### src/rtl/bcd2bin_pkg.sv
// Shared state types for the BCD <-> binary converters.
// Both FSM encodings live here so every converter imports the same package.
package bcd2bin_pkg;

  typedef enum logic [2:0] {
    IDLE              = 3'd0,
    SHIFT             = 3'd1,
    CHECK_SHIFT_INDEX = 3'd2,
    SUB               = 3'd3,
    CHECK_DIGIT_INDEX = 3'd4,
    BIN_DONE          = 3'd5
  } bcd2bin_state_t;

  typedef enum logic [1:0] {
    B2D_IDLE  = 2'd0,
    B2D_SHIFT = 2'd1,
    B2D_ADD   = 2'd2,
    B2D_DONE  = 2'd3
  } bin2bcd_state_t;

  localparam int BCD2BIN_LOOP_W = 8;

endpackage

### src/rtl/bcd2bin.sv
// Sequential BCD to binary converter using reverse double dabble.
// One shift or one digit correction per clock; latency is data-independent.
module bcd2bin
  import bcd2bin_pkg::*;
#(
  parameter int BIN_WIDTH  = 8,
  parameter int DEC_DIGITS = 2
) (
  input  logic                    Clk,
  input  logic                    Rst_n,
  input  logic [DEC_DIGITS*4-1:0] DataBCD,
  input  logic                    Start,
  output logic [BIN_WIDTH-1:0]    DataBin,
  output logic                    Busy,
  output logic                    Done,
  output logic                    Error,
  output bcd2bin_state_t          DbgState
);

  // Handshake: Start is a request sampled only while IDLE (Busy=0); Done is a
  // one-cycle valid pulse, with DataBin/Error holding their value until the next Done.

  localparam int BCD_W = DEC_DIGITS * 4;
  localparam int DIW   = $clog2(DEC_DIGITS) + 1;
  localparam logic [BCD2BIN_LOOP_W-1:0] LC_LAST = BCD2BIN_LOOP_W'(BIN_WIDTH - 1);
  localparam logic [DIW-1:0]            DI_LAST = DIW'(DEC_DIGITS - 1);

  bcd2bin_state_t              state_q;
  logic [BCD_W-1:0]            bcd_q;
  logic [BIN_WIDTH-1:0]        bin_q;
  logic [BCD2BIN_LOOP_W-1:0]   loop_count_q;
  logic [DIW-1:0]              digit_idx_q;
  logic                        invalid_q;

  logic [3:0] cur_digit;
  logic [3:0] corr_digit_d;
  logic       bad_digit_d;
  logic       conv_err_d;

  assign cur_digit    = bcd_q[digit_idx_q*4 +: 4];
  assign corr_digit_d = (cur_digit > 4'd7) ? (cur_digit - 4'd3) : cur_digit;
  // Leftover BCD after all shifts means the value did not fit in BIN_WIDTH bits.
  assign conv_err_d   = invalid_q | (|bcd_q);

  always_comb begin
    bad_digit_d = 1'b0;
    for (int i = 0; i < DEC_DIGITS; i++) begin
      if (DataBCD[i*4 +: 4] > 4'd9) bad_digit_d = 1'b1;
    end
  end

  assign Busy     = (state_q != IDLE);
  assign DbgState = state_q;

  always_ff @(posedge Clk) begin
    if (!Rst_n) begin
      state_q      <= IDLE;
      bcd_q        <= '0;
      bin_q        <= '0;
      loop_count_q <= '0;
      digit_idx_q  <= '0;
      invalid_q    <= 1'b0;
      DataBin      <= '0;
      Done         <= 1'b0;
      Error        <= 1'b0;
    end else begin
      Done <= 1'b0;
      case (state_q)
        IDLE: begin
          if (Start) begin
            bcd_q     <= DataBCD;
            bin_q     <= '0;
            invalid_q <= bad_digit_d;
            state_q   <= SHIFT;
          end
        end
        SHIFT: begin
          bin_q   <= {bcd_q[0], bin_q[BIN_WIDTH-1:1]};
          bcd_q   <= {1'b0, bcd_q[BCD_W-1:1]};
          state_q <= CHECK_SHIFT_INDEX;
        end
        CHECK_SHIFT_INDEX: begin
          if (loop_count_q == LC_LAST) begin
            loop_count_q <= '0;
            state_q      <= BIN_DONE;
          end else begin
            loop_count_q <= loop_count_q + BCD2BIN_LOOP_W'(1);
            state_q      <= SUB;
          end
        end
        SUB: begin
          bcd_q[digit_idx_q*4 +: 4] <= corr_digit_d;
          state_q                   <= CHECK_DIGIT_INDEX;
        end
        CHECK_DIGIT_INDEX: begin
          if (digit_idx_q == DI_LAST) begin
            digit_idx_q <= '0;
            state_q     <= SHIFT;
          end else begin
            digit_idx_q <= digit_idx_q + DIW'(1);
            state_q     <= SUB;
          end
        end
        BIN_DONE: begin
          Done    <= 1'b1;
          Error   <= conv_err_d;
          DataBin <= conv_err_d ? '0 : bin_q;
          state_q <= IDLE;
        end
        default: state_q <= IDLE;
      endcase
    end
  end

endmodule

### config.mk
export PLATFORM = sky130hd
export DESIGN_NAME = bcd2bin
export DESIGN_NICKNAME = d
export VERILOG_FILES = /design/src/rtl/bcd2bin_pkg.sv /design/src/rtl/bcd2bin.sv
export SDC_FILE = /design/constraint.sdc
export NUM_CORES = 1
export LEC_CHECK = 0
export CAP_MARGIN = 5
export CORE_MARGIN = 10
export CORE_UTILIZATION = 50
export DETAILED_ROUTE_END_ITERATION = 6
export GPL_ROUTABILITY_DRIVEN = 0
export PLACE_DENSITY = 0.76
export SETUP_SLACK_MARGIN = 0.1
export SYNTH_ARGS = -nofsm -noshare
export SYNTH_HDL_FRONTEND = slang
export SYNTH_SLANG_ARGS = --single-unit
### constraint.sdc
create_clock -name Clk -period 1.9 [get_ports Clk]
set_clock_uncertainty 0.1 [all_clocks]
set_input_delay 0.475 -clock Clk [delete_from_list [all_inputs] [get_ports Clk]]
set_output_delay 0.475 -clock Clk [all_outputs]
set_load 0.05 [all_outputs]
---- Yosys cells after proc, flatten, opt, wreduce, memory -nomap -nowiden ----
Index checks and enable logic that the tools add are counted.
operators by class
  equal/unequal tests ..................... 8
  $lt $le $gt $ge ......................... 3
  reductions and logical operators ........ 8
  shift operators ......................... 3
  add/subtract/negate cells ............... 4
  bitwise gates (word level) .............. 1
  multiplexer cells ....................... 16
operators with widths
  operator                                                        number
  negator 4 -> 34 bit                                             1
  variable shift 4 x 34 -> 8 bit (first input constant)           1
  variable part select 4 x 34 -> 8 bit                            1
  2-to-1 mux 8 bit                                                4
  case mux 8 bit (3 select lines)                                 1
  case mux 8 bit (2 select lines)                                 1
  case mux 3 bit (5 select lines)                                 1
  adder 8 x 1 -> 8 bit (second input constant)                    1
  bitwise mux 8 bit                                               1
  equality test 8 x 3 -> 1 bit (second input constant)            1
  greater-than comparator 4 bit (second input constant)           2
  OR reduction 8 bit                                              1
  variable part select 8 x 5 -> 4 bit                             1
  equality test 3 x 2 -> 1 bit (second input constant)            2
  equality test 3 bit (second input constant)                     2
  2-to-1 mux 3 bit                                                2
  AND reduction 2 bit                                             3
  nonzero test 3 bit                                              2
  greater-than comparator 4 x 3 -> 1 bit (second input constant)  1
  2-to-1 mux 2 bit                                                2
  2-to-1 mux 4 bit                                                1
  subtractor 4 x 2 -> 4 bit (second input constant)               1
  equality test 3 x 1 -> 1 bit (second input constant)            1
  logical NOT 3 bit                                               1
  6 further kinds                                                 8
word-level totals
  output and inout port bits .............. 14
  word-level logic and storage cells ...... 52
  bits in registers ....................... 40
  input bits .............................. 11

---- Longest topological paths before layout ----
  word-level depth ........................ 6
  depth in mapped cells ................... 9
  gate-level depth less buffers ........... 8

---- Worst setup path before layout ----
Ideal clock, no wire load.
  path type ............................... reg-to-output
  start point ............................. register state_q[1] (netlist: DbgState[1])
  end point ............................... output Busy
  stages on the path, launching flop included .. 4
  arrival ................................. 1.597 ns
  path slack .............................. -0.272 ns
  required time ........................... 1.325 ns
  buffers on the path ..................... 2
  cells stage by stage .................... dfxtp_1 -> clkbuf_1 -> clkbuf_1 -> or3_1
between the ends
  cells in the longest elaborated chain, start to end .. 1
RTL lines
  what                    line           source
  start, declared         bcd2bin.sv:28  bcd2bin_state_t state_q;
  start signal, assigned  bcd2bin.sv:57  state_q <= IDLE;
  start signal, assigned  bcd2bin.sv:74  state_q <= SHIFT;
  start signal, assigned  bcd2bin.sv:80  state_q <= CHECK_SHIFT_INDEX;
  nonzero test 3 bit      bcd2bin.sv:52  assign Busy = (state_q != IDLE);
  end, declared           bcd2bin.sv:14  output logic Busy,
No other way between the ends.

---- Worst setup path after layout ----
Same ends and word-level chain as after synthesis.

==> reports/results.txt <==
status - completed
largest net degree at the start of global routing - 23
Post-synth EDFFs - 0
crit-path leading delay family - flip-flops
largest area contributor in the netlist - dfxtp_1
fin crit share - 0.976
DRC - 0
worst-path fanout max - 3
Root Driver - clkbuf_8
critical path startpoint - DbgState[1]
Synth Instances - 251
# diodes - 0
Die Wd - 84.6 um
max-slew violation count - 0
P&R area growth vs syn - 34.1%
core box area - 4030 um^2
clock tree from TritonCTS - built
most common cell after layout, fill and taps aside - nor2_1
Reg2Reg Depth - 7
final hold violations - 0
Clock Sinks - 40
worst slack, placed - -183 ps
final WL - 5630 um
Switching Power - 602 uW
Tmin final - 1850 ps
fillcell total - 321
Seq pwr share - 0.438
max cap viols - 0
Ports - 25
Clk network pwr share - 0.350
share of layout cells above drive strength 1 - 0.249
post-synthesis cell type count - 49
Initial Util - 0.517
first-pass iteration count of the detailed router - 6
Worst Setup End Kind - output port
hold path cells - 2
crit path buf inv count - 2
H-tree level count - 2
DRT antenna net count - 0
Final #Nets - 315
Via Count - 2041
Fmax - 539 MHz
global-route wire length before repair - 9210 um
most frequent CP cell - buf_12
vias in the first global route - 1898
simple-gate share of the synthesized area - 0.231
CP arrival - 1280 ps
Num CTS Buffers - 5
Setup crit end - Busy
largest family of logic cells by synthesized area - simple AND/OR/NAND/NOR gates
Avg Cell Area, Syn - 8.30 um^2
part of the Yosys area used for sequential elements - 0.384
Final Util - 0.694
Max Buffers Root-to-Sink - 2
Final Cell Area - 2800 um^2
slowest library cell on the worst path - dfxtp_4
VDD IR max - 0.000629 V
GRT Overall Usage - 0.151
gr ovfl total - 0
Sw Share - 0.290
# setup viols final - 0
post-route setup slack - 45.2 ps
Post-CTS Hold Buffers - 0
site row count - 23
Yosys top cell area share - 0.384
CP Class - register to output port
flops & latches, synth - 40
drt initial violations - 256
clk slew on worst S/H paths - 90 ps
die extent in y - 84.6 um
crit path cell chain - buf_12 -> or3_4 -> buf_12
Main synth FF type - dfxtp_1
DP Area - 2540 um^2
dpl hpwl - 3670 um
P_leak - 1.09 nW
Levels on crit path - 3
CP max stage delay - 370 ps
mux cell area share after synthesis - 0.0240
clk_lat worst skew - 300 ps
Startpoint Class - register
routed vias/inst - 5.88
Comb pwr share - 0.212
WL/cell - 16.2 um
initial antenna violation count - 0
PD cells - 744 nW/um^2
Rel. slew slack - 0.628
worst flop-to-flop path startpoint - digit_idx_q[0]
Worst Path Required - 1320 ps
PortBufs - 24
flop-to-flop setup slack - 140 ps
Worst-Margin Slew - 554 ps
mapped cell area - 2080 um^2
syn nets - 270
Synth Area in Compound Gates - 0.226
fraction of the mapped netlist area in adder cells - 0.0480
r2r endpoint - bcd_q[3]
top post-synthesis cells by area - dfxtp_1, nor2_1, a22oi_1
FFs w/ async S/R, synth - 0
Int Power - 1.48 mW
die area - 7150 um^2
xor and xnor area share after synthesis - 0.0378
most frequent cells in the layout - nor2_1, buf_4, dfxtp_1
synth warn - 0
RSZ-0062 raised after global routing - yes
hold crit path type - register to register
-- metal layers --
layer,track usage,wire (um)
met1,0.205,2660
met3,0.0435,387
met2,0.225,2460
met5,0,0
met4,0.0434,112
-- cell usage after synthesis (all sizes together) (4+ instances only) --
master	count
nor3	10
o21ai	16
a31oi	5
a21o	4
dfxtp	40
xnor2	6
nand2	18
nor2	39
nor2b	4
nand3	4
ha	8
o221ai	4
clkbuf	13
mux2i	5
a21oi	8
a22oi	16
inv	9
-- power groups by stage --
stage / combinational [mW] / sequential (mW) / clock, mW
floorplan: 0.227 / 0.932 / 0
global placement: 0.362 / 0.941 / 0
detailed placement: 0.367 / 0.941 / 0
CTS: 0.419 / 0.910 / 0.749
global route: 0.474 / 0.917 / 0.776
finish: 0.440 / 0.911 / 0.728
-- final cells by class --
cell class / instances / area, um^2 / area share
Multi-Input combinational cell: 185 / 1230 / 0.441
Sequential cell: 40 / 817 / 0.292
Timing Repair Buffer: 54 / 531 / 0.190
Clock buffer: 5 / 68.8 / 0.0246
Tap cell: 50 / 62.6 / 0.0224
Clock inverter: 3 / 45.0 / 0.0161
Inverter: 10 / 37.5 / 0.0134
-- cell families after synthesis --
kind of cell | after synthesis
and+or+nand+nor | 96
muxes | 5
AOI/OAI and AO/OA | 67
adders and majority gates | 8
xor gates and xnor gates | 9
DFF | 40
buffers and inverters | 26
-- flip-flops by register name (all words and copies together), names as in the netlist --
| register | cells |
|---|---|
| DataBin | 8 |
| DbgState | 3 |
| Done | 1 |
| Error | 1 |
| bcd_q | 8 |
| bin_q | 8 |
| digit_idx_q | 2 |
| invalid_q | 1 |
| loop_count_q | 8 |
-- how the worst min path moves through the flow --
stage / to / from / slack (ps)
3_3_place_gp: loop_count_q[1] / loop_count_q[1] / 360
2_1_floorplan: invalid_q / invalid_q / 340
3_5_place_dp: invalid_q / invalid_q / 370
6_report: invalid_q / invalid_q / 390
5_1_grt: invalid_q / invalid_q / 430
4_1_cts: invalid_q / invalid_q / 390
-- metrics by stage --
| stage | instances | power [mW] | setup TNS [ps] | hold slack, ps |
|---|---|---|---|---|
| 6_report | 347 | 2.08 | 0 | 391 |
| 3_5_place_dp | 328 | 1.31 | -668 | 374 |
| 5_1_grt | 347 | 2.17 | 0 | 434 |
| 2_1_floorplan | 251 | 1.16 | 0 | 336 |
| 3_3_place_gp | 328 | 1.30 | -136 | 358 |
| 4_1_cts | 345 | 2.08 | 0 | 393 |
-- tightest hold or removal path, stage by stage (launching register included) --
cell	delay (ps)
dfxtp_1	340
nand2_1	60
a21oi_1	60
-- timing repair --
action | 4_1_cts | 5_1_grt
pin swaps | 1 | 7
gates cloned | 1 | 0
endpoints found under the setup margin | 3 | 20
gates resized for setup | 2 | 10
setup buffers | 8 | 2
hold endpoints to repair | 0 | 0
No activity file was read; power rests on OpenSTA's default activity.
